### config.mk
export PLATFORM = sky130hd
export DESIGN_NAME = ddr4_cal_rd_return
export DESIGN_NICKNAME = d
export VERILOG_FILES = /design/src/rtl/ddr4_cal_rd_return.sv
export SDC_FILE = /design/constraint.sdc
export NUM_CORES = 1
export LEC_CHECK = 0
export ABC_AREA = 1
export BUFFER_PORTS_ARGS = -buffer_cell sky130_fd_sc_hd__buf_2
export CAP_MARGIN = 0
export CORE_MARGIN = 5
export CORE_UTILIZATION = 62
export CTS_BUF_LIST = sky130_fd_sc_hd__clkbuf_8 sky130_fd_sc_hd__clkbuf_16
export CTS_CLUSTER_SIZE = 14
export DETAILED_ROUTE_END_ITERATION = 8
export HOLD_SLACK_MARGIN = 0.02
export PLACE_DENSITY = 0.8
export SYNTH_ARGS = -nofsm -noshare
export SYNTH_HDL_FRONTEND = slang
export SYNTH_SLANG_ARGS = --single-unit
### constraint.sdc
create_clock -name clk -period 4.8 [get_ports clk]
set_input_delay 1.44 -clock clk [delete_from_list [all_inputs] [get_ports clk]]
set_output_delay 1.44 -clock clk [all_outputs]
set_load 0.01 [all_outputs]
### src/rtl/ddr4_cal_rd_return.sv
`timescale 1ns/1ps
// Read-return scheduler: queues read CAS events, applies base plus per-rank latency
// with in-order clamping, and drives PHY FIFO read enables one cycle ahead of rdData.
module ddr4_cal_rd_return #(
    parameter int  DBYTES = 4,
    parameter int  DBAW   = 5,
    parameter int  RANKS  = 4,
    parameter int  DEPTH  = 16,
    parameter int  BEATS  = 1,
    parameter real TCQ    = 0.1
) (
    input  logic                 clk,
    input  logic                 rst_n,
    input  logic                 rdCAS,
    input  logic [1:0]           casRank,
    input  logic [DBAW-1:0]      casBuf,
    input  logic                 casInj,
    input  logic                 casRmw,
    input  logic [6:0]           max_rd_lat,
    input  logic [RANKS*3-1:0]   rank_lat_adj,
    input  logic                 clear,
    output logic [DBYTES-1:0]    fifo_rden_nxt,
    output logic                 rdDataEn,
    output logic [DBAW-1:0]      rdDataAddr,
    output logic                 rdDataEnd,
    output logic                 rdInj,
    output logic                 rdRmw,
    output logic                 busy,
    output logic                 overflow
);
    localparam int   AW     = $clog2(DEPTH);
    localparam logic LAST_K = (BEATS > 1);

    typedef enum logic {IDLE = 1'b0, BEAT = 1'b1} state_t;

    state_t          state;
    logic            beatIdx;
    logic [8:0]      cnt;
    logic [8:0]      lastDue;
    logic [AW-1:0]   rdPtr, wrPtr;
    logic [AW:0]     count, countNext;
    logic [DBAW-1:0] curBuf;
    logic            curInj, curRmw, rdenQ;

    logic [8:0]      dueMem [DEPTH];
    logic [DBAW-1:0] bufMem [DEPTH];
    logic            injMem [DEPTH];
    logic            rmwMem [DEPTH];

    logic [2:0] adjSel;
    logic [7:0] latRaw, lat;
    logic [8:0] dueRaw, dueMin, dueGap, dueNew;
    logic       lastValid, full, headHit, moreBeats, issueHead, issue, nextIdx, pop, push;

    // rdCAS is a one-cycle valid with no ready: a read that finds the queue full
    // with no pop in the same cycle is dropped and recorded in the sticky overflow.
    always_comb begin
        adjSel = rank_lat_adj[2:0];
        for (int r = 1; r < RANKS; r++) begin
            if (casRank == 2'(r)) adjSel = rank_lat_adj[r*3 +: 3];
        end
        latRaw    = {1'b0, max_rd_lat} + {5'b0, adjSel};
        lat       = (latRaw < 8'd3) ? 8'd3 : latRaw;
        dueRaw    = cnt + {1'b0, lat};
        dueMin    = lastDue + 9'(BEATS);
        dueGap    = dueRaw - dueMin;
        // lastDue is only meaningful while something is queued or bursting
        lastValid = (count != '0) || (state == BEAT);
        dueNew    = (lastValid && dueGap[8]) ? dueMin : dueRaw;

        // The FSM runs one cycle ahead of the data: BEAT covers the read-enable cycles
        headHit   = (count != '0) && ((dueMem[rdPtr] - 9'd2) == cnt);
        moreBeats = (state == BEAT) && (beatIdx != LAST_K);
        issueHead = !moreBeats && headHit;
        issue     = moreBeats || issueHead;
        nextIdx   = moreBeats ? (beatIdx + 1'b1) : 1'b0;
        pop       = issue && (nextIdx == LAST_K);
        full      = (count == (AW+1)'(DEPTH));
        push      = rdCAS && !clear && (!full || pop);
        countNext = count + (AW+1)'(push) - (AW+1)'(pop);
    end

    always_ff @(posedge clk) begin
        if (push) begin
            dueMem[wrPtr] <= dueNew;
            bufMem[wrPtr] <= casBuf;
            injMem[wrPtr] <= casInj;
            rmwMem[wrPtr] <= casRmw;
        end
    end

    always_ff @(posedge clk or negedge rst_n) begin
        if (!rst_n) begin
            state      <= IDLE;
            beatIdx    <= 1'b0;
            cnt        <= '0;
            lastDue    <= '0;
            rdPtr      <= '0;
            wrPtr      <= '0;
            count      <= '0;
            curBuf     <= '0;
            curInj     <= 1'b0;
            curRmw     <= 1'b0;
            rdenQ      <= 1'b0;
            rdDataEn   <= 1'b0;
            rdDataAddr <= '0;
            rdDataEnd  <= 1'b0;
            rdInj      <= 1'b0;
            rdRmw      <= 1'b0;
            busy       <= 1'b0;
            overflow   <= 1'b0;
        end else begin
            cnt <= cnt + 9'd1;
            if (clear) begin
                state      <= IDLE;
                beatIdx    <= 1'b0;
                rdPtr      <= '0;
                wrPtr      <= '0;
                count      <= '0;
                curBuf     <= '0;
                curInj     <= 1'b0;
                curRmw     <= 1'b0;
                rdenQ      <= 1'b0;
                rdDataEn   <= 1'b0;
                rdDataAddr <= '0;
                rdDataEnd  <= 1'b0;
                rdInj      <= 1'b0;
                rdRmw      <= 1'b0;
                busy       <= 1'b0;
                overflow   <= 1'b0;
            end else begin
                if (push) begin
                    wrPtr   <= wrPtr + 1'b1;
                    lastDue <= dueNew;
                end
                if (pop) rdPtr <= rdPtr + 1'b1;
                count <= countNext;
                if (rdCAS && full && !pop) overflow <= 1'b1;

                state   <= issue ? BEAT : IDLE;
                beatIdx <= nextIdx;
                rdenQ   <= issue;
                if (issueHead) begin
                    curBuf <= bufMem[rdPtr];
                    curInj <= injMem[rdPtr];
                    curRmw <= rmwMem[rdPtr];
                end

                rdDataEn   <= rdenQ;
                rdDataAddr <= rdenQ ? curBuf : '0;
                rdDataEnd  <= rdenQ && (beatIdx == LAST_K);
                rdInj      <= rdenQ && curInj;
                rdRmw      <= rdenQ && curRmw;
                busy       <= (countNext != '0) || issue || rdenQ;
            end
        end
    end

    assign fifo_rden_nxt = {DBYTES{rdenQ}};

endmodule

Word level (Yosys, flattened, before mapping)
Memories as Yosys holds them, arrays and structs flattened.
Cells that the tools add are included.
Widths: inputs -> output; s select.

word-level totals
  output and inout port bits = 15
  register bits after elaboration = 52
  memory bits (writable) = 256
  memories kept = 4
  logic and storage cells = 102

memory list
  memory  depth  width  read ports  clocked after memory_dff  wr ports  line  source
  dueMem  16     9      1           0                         1         45    logic [8:0] dueMem [DEPTH];
  bufMem  16     5      1           0                         1         46    logic [DBAW-1:0] bufMem [DEPTH];
  injMem  16     1      1           0                         1         47    logic injMem [DEPTH];
  rmwMem  16     1      1           0                         1         48    logic rmwMem [DEPTH];

cells by class
  add/subtract/negate cells = 11
  $lt $le $gt $ge = 1
  eq/ne operators = 5
  bitwise gates (word level) = 3
  multiplexer cells = 32
  reduce and logical (&&, ||, !) cells = 28

operator list
  cell                 number
  $mux 5               5
  $add 9x1->9 const B  2
  $mux 1               18
  $mux 4               4
  $logic_and 1x1->1    12
  $reduce_bool 5->1    2
  $add 9x8->9          1
  $eq 9x9->1           1
  $mux 3               3
  $mux 9               1
  $sub 9x2->9 const B  1
  $sub 9x9->9          1
  $add 4x1->4 const B  2
  $add 7x3->8          1
  $lt 8x2->1 const B   1
  $mux 8               1
  $reduce_bool 2->1    4
  $add 5x1->5          1
  $eq 5x5->1 const B   1
  $logic_or 1x1->1     5
  $sub 5x1->5          1
  $eq 2x2->1 const B   2
  $logic_not 1->1      4
  $not 1->1            3
  3 further kinds      3

Depth between registers and ports, before layout
An unclocked memory read counts as a cell.

  depth after elaboration = 15
  gate-level depth with buffers = 37
  mapped depth without buffers = 36

Least setup slack after synthesis
OpenSTA, ideal clock, no wires.

  path kind = input to register
  start point = input casRank[0]
  end point = memory dueMem[0][7] (data pin)
  buffers on the path = 1
  stages = 32
  slack = -1.790 ns
  data arrival time = 6.250 ns
  data required time = 4.460 ns
  path through = inv_1 > nor2_1 > inv_1 > nor2_1 > o31ai_1 > ha_1 > inv_1 > fa_1 > o21ai_0 > nand3_1 > xor2_1 > nor4_1 > o211ai_1 > nand2_1 > ha_1 > nand3_1 > nand2_1 > a21oi_1 > o21ai_0 > nand2_1 > nand2_1 > a21oi_1 > xnor2_1 > ha_1 > nand2_1 > inv_1 > nand4_1 > o211ai_1 > xnor2_1 > nand2_1 > buf_2 > o21ai_0

on the way
  longest elaborated chain between the ends = 11
  elaborated cells on any way between the ends = 13
  those cells by class = 3 x add/sub; 1 x order compare; 3 x eq/ne; 5 x mux; 1 x reduce/logical

ends and longest elaborated chain
  element              line  source
  from (decl)          15    input logic [1:0] casRank,
  $eq 2x1->1           60    if (casRank == 2'(r)) adjSel = rank_lat_adj[r*3 +: 3];
  $mux 3 (2 in a row)  60
  $mux 3 (*)           60
  $add 7x3->8 (*)      62    latRaw = {1'b0, max_rd_lat} + {5'b0, adjSel};
  $lt 8x2->1           63    lat = (latRaw < 8'd3) ? 8'd3 : latRaw;
  $mux 8 (*)           63
  $add 9x8->9 (*)      64    dueRaw = cnt + {1'b0, lat};
  $sub 9x9->9          66    dueGap = dueRaw - dueMin;
  $logic_and 1x1->1    69    dueNew = (lastValid && dueGap[8]) ? dueMin : dueRaw;
  $mux 9 (*)           69
  named net dueNew[7]  52    logic [8:0] dueRaw, dueMin, dueGap, dueNew;
  to (decl)            45

The timed path passes the listed nets; every way through them passes the cells marked *.

Final worst setup path
  start point = input casRank[0]
  end point = memory dueMem[12][2] (data pin)

The elaborated chain is that of the path after synthesis.

==> impl_metrics.csv <==
group,metric,value,unit
critical_path,worst-setup-path-type,"in2reg",
worst_hold_path,hold_class,"reg2reg",
floorplanning,die_x,160,um
timing,max-slew-margin-rel,24.6,%
final_layout,final_layout_size_suffix_gt1_share,21.0,%
floorplanning,initial_core_util,62.3,%
place,gp_congestion,0.964,
clocking,clk_path_buf_depth,3,
synthesis,yosysWarningCount,0,
critical_path,cp.required,5.23,ns
place,pre_cts_slack,-1.82,ns
run,cap_viol_max_count,0,
power,powerDensity,456,nW/um^2
place,dpl.hpwl,22700,um
place,dp.cells,1696,
grt,grtUsageTotal,27.7,%
grt,grt_pass1_vias,10300,
route,route.final.wire_length,37100,um
outcome,outcome,"finished with violations",
route,drc,0,
clocking,cts_buffers,31,
critical_path,arrival,6.50,ns
final_layout,mostFrequentLayoutCells,"nand2_1, edfxtp_1, nor2_1",
final_layout,antenna_cells,0,
timing,fin_hold_ws,0.457,ns
timing,skew,0.0124,ns
floorplanning,num_io_pins,47,
timing,grt_setup_unrepaired,"true",
floorplanning,fp.dieH,160,um
outcome,violations,"setup timing",
timing,drv_slew,0,
synthesis,synth_ff_type,"edfxtp_1",
timing,hold_viol,0,
synthesis,avgSynthCellArea,10.5,sq um
critical_path,crit_path_max_fanout,8,
route,vias,10500,
timing,fin_tns_setup,-181.63,ns
final_layout,final_common_cell,"nand2_1",
synthesis,synth.distinct_cells,42,
route,ant_nets,0,
clocking,hold_buffers,0,
clocking,root_buffer,"clkbuf_16",
synthesis,synthesis.instances,1329,
final_layout,nets,1544,
floorplanning,core_area,22400,sq um
final_layout,stdcell_count,1787,
grt,grt_pass1_wl,55100,um
synthesis,ys_seq_elements,307,
timing,period_needed,6.07,ns
timing,fmax,165,MHz
synthesis,syn_area,14000,sq um
place,io_buffer_count,46,
clocking,cts_max_level,1,
route,vias_per_cell,5.89,
timing,setup_viol,153,
synthesis,synth_edf_count,256,
floorplanning,rows,55,
floorplanning,dieArea,25600,sq um
timing,max_slew.worst_pin.slew,1.10,ns
final_layout,area_delta_synth_final,21.0,%
synthesis,syn-num-nets,1395,
route,first_pass_iters,5,
power,total_power,7.71,mW
critical_path,cp_slowest_cell,"ha_1",
route,drtIter0Drc,933,
clocking,cts_tree,"built",
clocking,clkLatencyLatePin,0.56,ns
grt,antenna_found_initial,0,
critical_path,crit_top_cell,"nand2_1",
route,wl_per_cell,20.7,um
timing,setup_ws,-1.27,ns
critical_path,cpPeakStageDelay,0.29,ns
clocking,clk_pin_slew,0.06,ns
critical_path,startpoint_type,"input port",
timing,fin_crit_sh,126,%
synthesis,synthArstFlopShare,16.6,%
synthesis,yosysSeqAreaShare,64.2,%
critical_path,endpoint_kind,"flip-flop",
power,ir_drop,0.363,mV
power,p_leak,7.03,nW
clocking,clock_sinks,307,
grt,grt_max_degree,67,
grt,grt-ovfl-total,0,
[cell type report]
cell class,count,area [sq um]
clock inverter,23,198
multi-input combinational,846,4600
clock buffer,34,817
sequential,307,8970
tap,285,357
inverter,116,462
timing repair buffer,176,1500
fill,1384,5540
[cells in the mapped netlist, types with 2 or more instances]
master,count,share of area (%)
nand2_1,332,8.9
edfxtp_1,256,55
nor2_1,132,3.5
nand3_1,116,4.2
inv_1,109,2.9
o21ai_0,74,2.7
dfrtp_1,51,9.1
a21oi_1,31,1.1
ha_1,31,2.8
clkbuf_1,26,0.70
xor2_1,25,1.6
nor3_1,21,0.75
buf_2,14,0.50
buf_4,12,0.65
o221ai_1,12,0.75
nand4_1,11,0.49
xnor2_1,8,0.50
a41oi_1,6,0.38
buf_6,5,0.40
nand2_2,5,0.22
nand3b_1,5,0.27
nor2_2,5,0.22
o211ai_1,4,0.22
o21ai_1,4,0.14
o22ai_1,4,0.18
buf_1,3,0.081
clkinv_1,3,0.081
fa_1,3,0.43
inv_2,3,0.081
or2_2,3,0.13
a211oi_1,2,0.11
nand2_4,2,0.16
nor4_1,2,0.090
[kinds of logic (layout without fill, tap and decap cells)]
logic type / after synthesis / after routing / synth area share, %
fa+ha+maj: 34 / 34 / 3.21
other cells: 1 / 1 / 0.0268
buf+inv: 176 / 349 / 5.46
xor+xnor: 33 / 33 / 2.07
simple gates: 636 / 636 / 19.2
compound gates: 142 / 142 / 5.81
flops: 307 / 307 / 64.2
[critical path, delay by kind of cell]
| kind | cells | cell delay (ns) |
|---|---|---|
| compound gates | 10 | 1.61 |
| simple gates | 11 | 0.98 |
| buf+inv | 10 | 1.08 |
| fa+ha+maj | 3 | 0.69 |
| xor+xnor | 3 | 0.69 |
[power by group]
group	internal, mW	total, mW	leakage (nW)	switching [mW]
registers	3.27	3.34	3.01	0.0734
logic	0.907	2.00	3.51	1.10
clock network	1.38	2.36	0.507	0.981
total	5.56	7.71	7.03	2.15
[path summary, 6_finish.rpt]
kind | start | to | slack, ns | depth (start not counted)
worst max-delay path | casRank[0] | dueMem[12][2]$_DFFE_PP_ | -1.27 | 37
worst min-delay path | beatIdx$_DFF_PN0_ | rdDataEnd$_DFF_PN0_ | 0.46 | 1
worst max register to register | rdPtr[0]$_DFFE_PN0P_ | busy$_DFF_PN0_ | 0.23 | 31
worst min register to register | beatIdx$_DFF_PN0_ | rdDataEnd$_DFF_PN0_ | 0.46 | 1
max in group asynchronous | rst_n | rdPtr[0]$_DFFE_PN0P_ | 3.03 | 2
min in group asynchronous | rst_n | lastDue[6]$_DFFE_PN0P_ | 0.95 | 1
[per-layer routing]
layer / part of all wire, % / GRT usage (%) / routed length (um)
met5: 0 / 0 / 0
met4: 5.8 / 13.6 / 2140
met3: 7.6 / 3.90 / 2820
met2: 50 / 47.6 / 18500
met1: 37 / 34.7 / 13600
[sequential cells by signal (all words and copies together), names as in the netlist, 4 cells and up]
name	cells
cnt	9
wrPtr	4
rmwMem	16
curBuf	5
count	5
dueMem	144
injMem	16
lastDue	9
rdDataAddr	5
bufMem	80
rdPtr	4
[metrics by stage]
stage | util, % | cell area (sq um)
finish | 75.3 | 16900
global route | 75.3 | 16900
CTS | 73.8 | 16600
detailed placement | 68.1 | 15300
global placement | 68.1 | 15300
floorplan | - | 14100
[timing repair]
action                     CTS  global route
setup endpoints to repair  153           155
buffers inserted            15            14
pin swaps                   12            13
gates cloned                 1             4
gates resized for setup     23            38
No activity file was read; power rests on OpenSTA's default activity.
